`src/rtl/pool_pkg.sv`:
```
// Shared constants for the 2x2 pooling stream: mode encoding and accumulator sizing.
package pool_pkg;

  localparam logic POOL_AVG = 1'b0;
  localparam logic POOL_MAX = 1'b1;

  // Sum of four DATA_W-bit samples needs two guard bits.
  function automatic int acc_w(input int data_w);
    return data_w + 2;
  endfunction

endpackage

```
`src/rtl/pool2d_stream_if.sv`:
```
// Pixel-in / pooled-pixel-out stream bundle with mode select; master drives pixels, slave is the pooler.
interface pool2d_stream_if #(
  parameter int DATA_W = 16
);

  logic                     mode;
  logic signed [DATA_W-1:0] in_data;
  logic                     in_valid;
  logic                     in_ready;
  logic signed [DATA_W-1:0] out_data;
  logic                     out_valid;
  logic                     out_ready;
  logic                     out_last;

  modport master (
    output mode, in_data, in_valid, out_ready,
    input  in_ready, out_data, out_valid, out_last
  );

  modport slave (
    input  mode, in_data, in_valid, out_ready,
    output in_ready, out_data, out_valid, out_last
  );

endinterface

```
`src/rtl/pool_combine.sv`:
```
// Two-operand combine, purely combinational: sign-extended sum (avg) or signed maximum (max).
// Result is one bit wider than the operands so the sum never overflows.
module pool_combine
  import pool_pkg::*;
#(
  parameter int W = 16
) (
  input  logic                mode,
  input  logic signed [W-1:0] a,
  input  logic signed [W-1:0] b,
  output logic signed [W:0]   y
);

  always_comb begin
    y = '0;
    if (mode == POOL_MAX) begin
      y = (a > b) ? {a[W-1], a} : {b[W-1], b};
    end else begin
      y = {a[W-1], a} + {b[W-1], b};
    end
  end

endmodule

```
`src/rtl/pool2d_stream.sv`:
```
// 2x2 stride-2 avg/max pooling over a raster pixel stream; output registered, 1 cycle after the completing beat.
// Backpressure: in_ready = !out_valid || out_ready, so a stalled output stalls the input with no loss.
module pool2d_stream
  import pool_pkg::*;
#(
  parameter int DATA_W = 16,
  parameter int WIDTH  = 28,
  parameter int HEIGHT = 28
) (
  input logic            clk,
  input logic            rst_n,
  pool2d_stream_if.slave bus
);

  localparam int CW = $clog2(WIDTH);
  localparam int RW = $clog2(HEIGHT);
  localparam int LW = (CW > 1) ? CW - 1 : 1;
  localparam int HW = DATA_W + 1;
  localparam int VW = acc_w(DATA_W);

  logic [CW-1:0]            col;
  logic [RW-1:0]            row;
  logic [LW-1:0]            col_half;
  logic signed [DATA_W-1:0] pair;
  logic                     mode_q;
  logic signed [HW-1:0]     lbuf [WIDTH/2];
  logic signed [HW-1:0]     lb_rd;
  logic signed [HW-1:0]     h_res;
  logic signed [VW-1:0]     v_res;
  logic signed [DATA_W-1:0] pooled;
  logic signed [DATA_W-1:0] out_q;
  logic                     valid_q;
  logic                     last_q;
  logic                     in_ready;
  logic                     accept;
  logic                     col_end;
  logic                     row_end;
  logic                     frame_start;

  assign in_ready    = !valid_q || bus.out_ready;
  assign accept      = bus.in_valid && in_ready;
  assign col_end     = (col == CW'(WIDTH - 1));
  assign row_end     = (row == RW'(HEIGHT - 1));
  assign frame_start = (col == '0) && (row == '0);
  assign col_half    = LW'(col >> 1);
  assign lb_rd       = lbuf[col_half];

  pool_combine #(.W(DATA_W)) u_horiz (
    .mode (mode_q),
    .a    (pair),
    .b    (bus.in_data),
    .y    (h_res)
  );

  pool_combine #(.W(HW)) u_vert (
    .mode (mode_q),
    .a    (lb_rd),
    .b    (h_res),
    .y    (v_res)
  );

  // Arithmetic shift floors toward -inf, matching the required average rounding.
  assign pooled = (mode_q == POOL_MAX) ? DATA_W'(v_res) : DATA_W'(v_res >>> 2);

  always_ff @(posedge clk) begin
    if (!rst_n) begin
      col     <= '0;
      row     <= '0;
      pair    <= '0;
      mode_q  <= POOL_AVG;
      out_q   <= '0;
      valid_q <= 1'b0;
      last_q  <= 1'b0;
    end else begin
      if (accept) begin
        if (frame_start) mode_q <= bus.mode;
        if (!col[0]) pair <= bus.in_data;
        if (col_end) begin
          col <= '0;
          row <= row_end ? '0 : row + 1'b1;
        end else begin
          col <= col + 1'b1;
        end
      end
      // A new result may land in the same cycle the old one leaves: no bubble.
      if (accept && row[0] && col[0]) begin
        out_q   <= pooled;
        valid_q <= 1'b1;
        last_q  <= row_end && col_end;
      end else if (bus.out_ready) begin
        valid_q <= 1'b0;
      end
    end
  end

  // Line buffer has no reset so it maps onto distributed RAM.
  always_ff @(posedge clk) begin
    if (accept && !row[0] && col[0]) lbuf[col_half] <= h_res;
  end

  assign bus.in_ready  = in_ready;
  assign bus.out_data  = out_q;
  assign bus.out_valid = valid_q;
  assign bus.out_last  = last_q;

endmodule

```
`src/flat_wrapper.sv`:
```
// flat-port wrapper written by rule: the top's interface ports become plain ports
module pool2d_stream_flat import pool_pkg::*;
#(
  parameter int DATA_W = 16,
  parameter int WIDTH  = 28,
  parameter int HEIGHT = 28
)
  (clk, rst_n, bus_mode, bus_in_data, bus_in_valid, bus_out_ready, bus_in_ready, bus_out_data, bus_out_valid, bus_out_last);
  pool2d_stream_if #(.DATA_W(DATA_W)) bus_i ();
  input logic clk;
  input logic rst_n;
  input wire logic [$bits(bus_i.mode)-1:0] bus_mode;
  input wire logic [$bits(bus_i.in_data)-1:0] bus_in_data;
  input wire logic [$bits(bus_i.in_valid)-1:0] bus_in_valid;
  input wire logic [$bits(bus_i.out_ready)-1:0] bus_out_ready;
  output wire logic [$bits(bus_i.in_ready)-1:0] bus_in_ready;
  output wire logic [$bits(bus_i.out_data)-1:0] bus_out_data;
  output wire logic [$bits(bus_i.out_valid)-1:0] bus_out_valid;
  output wire logic [$bits(bus_i.out_last)-1:0] bus_out_last;
  assign bus_i.mode = bus_mode;
  assign bus_i.in_data = bus_in_data;
  assign bus_i.in_valid = bus_in_valid;
  assign bus_i.out_ready = bus_out_ready;
  assign bus_in_ready = bus_i.in_ready;
  assign bus_out_data = bus_i.out_data;
  assign bus_out_valid = bus_i.out_valid;
  assign bus_out_last = bus_i.out_last;
  pool2d_stream #(.DATA_W(DATA_W), .WIDTH(WIDTH), .HEIGHT(HEIGHT)) u_core (.clk(clk), .rst_n(rst_n), .bus(bus_i));
endmodule
```
`config.mk`:
```
export PLATFORM = sky130hd
export DESIGN_NAME = pool2d_stream_flat
export DESIGN_NICKNAME = d
export VERILOG_FILES = /design/src/rtl/pool_pkg.sv /design/src/rtl/pool2d_stream_if.sv /design/src/rtl/pool_combine.sv /design/src/rtl/pool2d_stream.sv /design/src/flat_wrapper.sv
export SDC_FILE = /design/constraint.sdc
export NUM_CORES = 1
export LEC_CHECK = 0
export ABC_AREA = 1
export CAP_MARGIN = 40
export CORE_UTILIZATION = 43
export DETAILED_ROUTE_END_ITERATION = 6
export GPL_TIMING_DRIVEN = 1
export PLACE_DENSITY_LB_ADDON = 0.05
export SETUP_SLACK_MARGIN = 0.2
export SKIP_LAST_GASP = 1
export SLEW_MARGIN = 20
export SYNTH_ARGS = -nofsm -noshare
export SYNTH_HDL_FRONTEND = slang
export SYNTH_SLANG_ARGS = --single-unit
```
`constraint.sdc`:
```
create_clock -name clk -period 8.5 [get_ports clk]
set_input_delay 1.7 -clock clk [delete_from_list [all_inputs] [get_ports clk]]
set_output_delay 1.7 -clock clk [all_outputs]
set_load 0.1 [all_outputs]
```
==> run_results.csv, run 1 <==
group,metric,value,unit
synth,synthFlopType,"edfxtp_1",
detailed_routing,wl_per_cell,20.3,um
hold_path,hold_depth,2,
floorplan,die_h,185,um
timing,maxSlewHeadroom,0.451,
clock_network,cts_max_path_buffers,3,
synth,ys_types,48,
pwr,power.leakage,6.35,nW
cells_and_area,final_layout_size_suffix_gt1_frac,0.104,
worst_setup_path,reg2reg_to,"u_core.bus.out_data[1]",
clock_network,cts_resized,0,
floorplan,io_pins,40,
worst_setup_path,r2r.worst_path.cells,21,
worst_setup_path,ff2ff_setup_slack,3170,ps
synth,ys_seq_area_frac,0.563,
detailed_routing,drt_iter0_markers,936,
placed_design,port_buffers,39,
placed_design,place_congestion,0.857,
clock_network,clk_pin_slew,70,ps
clock_network,hold_buffers,0,
placed_design,dp_hpwl,25900,um
cells_and_area,n_antenna_cell,0,
synth,yosys_register_bits,287,
detailed_routing,postRouteAntennaNets,0,
clock_network,cts_sinks,287,
worst_setup_path,worstPathMaxFanout,30,
clock_network,numCtsBuffers,31,
timing,max_slew.worst_pin.slew,824,ps
detailed_routing,post-route-drc-count,0,
floorplan,die_w,185,um
worst_setup_path,required,8990,ps
timing,fmax,148,MHz
global_route,grt_max_degree,81,
cells_and_area,final_cell_mix,"nand2_1 (257), edfxtp_1 (238), inv_1 (148), o21ai_0 (139), a21oi_1 (124)",
cells_and_area,fin_cells,1997,
floorplan,core_area,32800,um^2
timing,slew_violations,0,
timing,timing.hold.ws,491,ps
cells_and_area,nFillCells,3006,
cells_and_area,fin_nets,1626,
floorplan,row_count,66,
synth,syn_area,14400,um^2
global_route,grt_overflow_total,0,
pwr,power_density,211,nW/um^2
pwr,p_comb_frac,0.199,
run,maxCapViolations,0,
pwr,power.switching,0.00105,W
synth,synth_top_area_share,0.495,
placed_design,place_area,15700,um^2
synth,yosys_warnings,0,
worst_setup_path,cp.arrival,7260,ps
worst_setup_path,crit_path_start_kind,"input port",
pwr,intPower,0.00246,W
outcome,status,"complete, no violations",
clock_network,clk_latency,550,ps
cells_and_area,fin_area,16600,um^2
worst_setup_path,end_kind,"flop",
detailed_routing,routed_via_density,5.44,
cells_and_area,layout_commonest_cell,"nand2_1",
global_route,track_usage,0.245,
detailed_routing,vias,10900,
synth,syn-num-nets,1574,
pwr,seqPwrFrac,0.459,
synth,synthTopCellsByArea,"edfxtp_1 (49%), dfxtp_1 (6.8%), nand2_1 (6.7%)",
timing,finalCritPeriodShare,0.797,
hold_path,hp-start,"u_core.row[4]",
floorplan,initial_core_util,0.440,
worst_setup_path,crit_type,"input port to flop",
pwr,swShare,0.298,
hold_path,min_path_type,"flop to flop",
global_route,grt_pass1_vias,10400,
global_route,grt_pass1_wl,62500,um
worst_setup_path,regToRegStartpoint,"u_core.pair[15]",
cells_and_area,area_growth,15.3,%
synth,synthCells,1482,
detailed_routing,drt_pre_antenna_iters,5,
clock_network,cts_setup_buffers,0,
clock_network,cts_tree,"yes",
cells_and_area,final_util,0.508,
synth,synth_top_area_cell,"edfxtp_1",
synth,synth-edff-count,238,
timing,finalSetupTns,0,ps
clock_network,clock-root-buffer,"clkbuf_16",
placed_design,dp.cells,1941,
timing,period_minus_slack,6770,ps
synth,syn_area_per_cell,9.74,um^2
pwr,ir_worst_vdd,0.146,mV
timing,finalClockSkew,18.7,ps
timing,rsz0062_at_grt,"no",
synth,synthArstFlopShare,0,
timing,hold_violations,0,
clock_network,htree_levels,1,
pwr,p_clk_frac,0.342,
detailed_routing,routed_wl,40600,um
global_route,grt_antenna_before_repair,1,
floorplan,die-area,34300,um^2
timing,setup_viol,0,
hold_path,min_to,"u_core.row[4]",
-- power by group through the flow --
stage	logic (W)	clock network, W	registers (W)
6_report	0.000696	0.00120	0.00161
5_1_grt	0.000774	0.00129	0.00161
4_1_cts	0.000691	0.00123	0.00161
3_5_place_dp	0.000688	0	0.00164
3_3_place_gp	0.000685	0	0.00164
2_1_floorplan	0.000481	0	0.00163
-- synth_stat cells, drive strengths merged (2+ instances only) --
master and instances:
a21boi 3, a21oi 134, a31oi 3, a32oi 2, buf 25, clkbuf 46
clkinv 2, dfxtp 49, edfxtp 238, fa 2, ha 69, inv 153
nand2 272, nand3 81, nand3b 2, nand4 21, nor2 125, nor3 16
nor3b 2, nor4 3, o2111ai 2, o211ai 16, o21ai 144, o21bai 2
o221ai 26, o22ai 10, o311ai 15, o31ai 2, or2 5, xor2 6
-- through the flow --
stage | setup WS (ps) | total power, W
5_1_grt | 1220 | 0.00367
4_1_cts | 1720 | 0.00353
2_1_floorplan | 3000 | 0.00211
3_5_place_dp | 1120 | 0.00233
3_3_place_gp | 1240 | 0.00232
6_report | 1730 | 0.00350
-- sequential cells by signal, summed over array words and instances (netlist names), named ones only --
name and count:
u_core.lbuf 238, u_core.bus.out_data 16, u_core.pair 16, u_core.col 5, u_core.row 5, u_core.bus.out_last 1, u_core.bus.out_valid 1, u_core.mode_q 1
-- per-layer routing --
| metal | track usage | up-vias | wire (um) |
|---|---|---|---|
| met5 | 0 | - | 0 |
| met3 | 0.0246 | 44 | 1800 |
| met2 | 0.411 | 289 | 19400 |
| met1 | 0.339 | 5246 | 18700 |
| met4 | 0.0565 | 0 | 741 |
| li1 | - | 5292 | - |
-- critical path, cell delays in order --
cell and delay (ps):
clkdlybuf4s50_1 540, inv_1 80, ha_1 380, nand2_2 120, inv_1 40, nand2_1 50, nand2_1 60, a21oi_1 180
nand3_2 100, nand2_1 80, nand3_2 480, nor2_1 240, inv_1 60, a32oi_1 530, inv_1 480, ha_1 480
nor4_1 460, a21oi_1 220, nand3_4 250, nand3_4 290, nand2_1 160, nand3_1 80, a21oi_1 150
-- cell families after synthesis --
logic type / count (synthesis) / synth area share
XOR/XNOR: 7 / 0.00425
AO/OA/AOI/OAI: 364 / 0.147
adder cells (fa/ha/maj): 71 / 0.0626
buffers and inverters: 226 / 0.0605
AND/OR/NAND/NOR: 527 / 0.163
flip-flops: 287 / 0.563
-- cell type report --
type	count	area [um^2]	share of cell area
Clock buffer	41	813	0.0489
Clock inverter	13	65.1	0.00391
Inverter	155	582	0.0350
Multi-Input combinational cell	969	5500	0.330
Sequential cell	287	8140	0.489
Tap cell	442	553	0.0332
Timing Repair Buffer	90	1000	0.0602
-- worst max path at each step --
| stage | from | endpoint | slack (ps) |
|---|---|---|---|
| finish | bus_in_data[15] | u_core.bus.out_data[1] | 1730 |
| global route | bus_in_data[15] | u_core.bus.out_data[15] | 1220 |
| CTS | bus_in_data[15] | u_core.bus.out_data[1] | 1720 |
| detailed placement | bus_in_data[15] | u_core.bus.out_data[1] | 1120 |
| global placement | bus_in_data[15] | u_core.bus.out_data[9] | 1240 |
| floorplan | bus_in_data[15] | u_core.bus.out_data[9] | 3000 |
Power figures use the tool's default switching activity.
==> run 2, diff against run 1 <==
- clock period: 8.5 -> 6.5 ns (I/O delays scaled with it)
==> run 2 against run 1 <==
Effect of this change:
- clock power rose by 65%
- register-to-register slack got worse by 1500 ps
- first-iteration DRC count fell by 5.1%
- critical endpoint is now u_core.bus.out_data[14]
- largest power group unchanged
- wire length rose by 3.7%
- highest routed layer unchanged
- utilization rose by 1.3 points
- combinational power rose by 38%
- total power rose by 44%
- worst setup slack got worse by 1100 ps
==> run_results.csv, run 2 (synthesis results as in run 1) <==
group,metric,value,unit
outcome,status,"complete, no violations",
pwr,intPower,0.00359,W
floorplan,die_h,185,um
floorplan,initial_core_util,0.440,
cells_and_area,area_growth,18.3,%
worst_setup_path,worstPathMaxFanout,15,
worst_setup_path,ff2ff_setup_slack,1670,ps
detailed_routing,postRouteAntennaNets,0,
timing,max_slew.worst_pin.slew,821,ps
hold_path,min_path_type,"flop to flop",
clock_network,hold_buffers,0,
detailed_routing,vias,11000,
timing,fmax,170,MHz
timing,hold_violations,0,
detailed_routing,post-route-drc-count,0,
cells_and_area,n_antenna_cell,0,
cells_and_area,fin_cells,2028,
pwr,power.leakage,6.59,nW
floorplan,die-area,34300,um^2
worst_setup_path,cp.arrival,6320,ps
clock_network,cts_setup_buffers,0,
worst_setup_path,worst-path-stages,30,
clock_network,clk_latency,530,ps
cells_and_area,final_cell_mix,"nand2_1 (257), edfxtp_1 (238), inv_1 (148), o21ai_0 (139), a21oi_1 (124)",
placed_design,port_buffers,39,
detailed_routing,drt_iter0_markers,888,
global_route,grt_pass1_vias,10800,
worst_setup_path,crit_buf_inv,5,
timing,finalCritPeriodShare,0.903,
floorplan,io_pins,40,
timing,slew_violations,0,
cells_and_area,final_layout_size_suffix_gt1_frac,0.126,
clock_network,cts_resized,0,
timing,period_minus_slack,5870,ps
cells_and_area,largest_reg_flops,238,
timing,finalClockSkew,20.0,ps
floorplan,core_area,32800,um^2
pwr,seqPwrFrac,0.417,
worst_setup_path,crit_family,"compound AO/OA/AOI/OAI gates",
hold_path,hold_depth,2,
pwr,power.switching,0.00145,W
pwr,swShare,0.288,
placed_design,place_congestion,0.907,
timing,finalSetupTns,0,ps
global_route,grt_max_degree,71,
pwr,p_clk_frac,0.392,
clock_network,cts_sinks,287,
pwr,power_density,295,nW/um^2
pwr,finalPower,0.00504,W
cells_and_area,final_util,0.521,
worst_setup_path,crit_path_start_kind,"input port",
floorplan,die_w,185,um
detailed_routing,drt_pre_antenna_iters,5,
clock_network,clk_pin_slew,60,ps
global_route,grt_antenna_before_repair,1,
worst_setup_path,r2r.worst_path.cells,26,
cells_and_area,regMostFlops,"u_core.lbuf",
timing,maxSlewHeadroom,0.452,
run,maxCapViolations,0,
placed_design,dp.cells,1968,
timing,rsz0062_at_grt,"no",
timing,setup_viol,0,
worst_setup_path,crit_top_cell,"nand2_1",
detailed_routing,routed_via_density,5.44,
clock_network,clock-root-buffer,"clkbuf_16",
cells_and_area,layout_commonest_cell,"nand2_1",
clock_network,cts_max_path_buffers,3,
worst_setup_path,cpPeakStageDelay,540,ps
detailed_routing,routed_wl,42100,um
global_route,grt_pass1_wl,64100,um
worst_setup_path,required,6940,ps
clock_network,numCtsBuffers,34,
worst_setup_path,crit_slowest_cell,"clkdlybuf4s50_1",
cells_and_area,fin_nets,1655,
clock_network,htree_levels,2,
placed_design,place_area,15900,um^2
clock_network,cts_tree,"yes",
floorplan,row_count,66,
cells_and_area,fin_area,17100,um^2
global_route,grt_overflow_total,0,
detailed_routing,wl_per_cell,20.8,um
global_route,track_usage,0.252,
worst_setup_path,end_kind,"flop",
placed_design,dp_hpwl,27100,um
pwr,ir_worst_vdd,0.196,mV
pwr,p_comb_frac,0.191,
worst_setup_path,crit_type,"input port to flop",
==> run 2: path summary, 6_finish.rpt <==
path	start	endpoint
max	bus_in_data[15]	u_core.bus.out_data[14]
min	u_core.col[0]	u_core.col[0]
max reg2reg	u_core.pair[11]	u_core.bus.out_data[14]
min reg2reg	u_core.col[0]	u_core.col[0]
==> run 2: layout make-up <==
type / count / area, um^2
fillers: 3014 / 15700
flip-flops and latches: 287 / 8140
multi-input cells: 969 / 5490
repair buffers: 116 / 1170
clock buffers: 43 / 926
inverters: 155 / 582
well taps: 442 / 553
clock inverters: 16 / 235
==> run 2: metal layers <==
layer | up-vias | GRT usage | share of wire
li1 | 5351 | - | -
met5 | - | 0 | 0
met1 | 5330 | 0.336 | 0.45
met2 | 258 | 0.422 | 0.47
met4 | 0 | 0.0945 | 0.037
met3 | 85 | 0.0277 | 0.039
==> run 2: stage by stage <==
stage	hold slack, ps	worst slack (ps)
final	501	628
after global routing	514	240
after CTS	498	631
after detailed placement	489	132
after global placement	475	136
after floorplan	459	1400
==> run 2: power by group through the flow <==
stage	registers, W	clock network [W]	logic [W]
6_report	0.00210	0.00198	0.000963
3_3_place_gp	0.00214	0	0.000953
3_5_place_dp	0.00214	0	0.000954
4_1_cts	0.00210	0.00202	0.000961
5_1_grt	0.00210	0.00208	0.00107
2_1_floorplan	0.00214	0	0.000629
==> run 2: worst register-to-register path, delay by kind of cell (launching register included) <==
family	cells	cell delay (ps)
compound gates	11	1780
fa+ha+maj	3	1060
simple gates	9	970
buf+inv	2	460
flops	1	330
xor+xnor	1	170
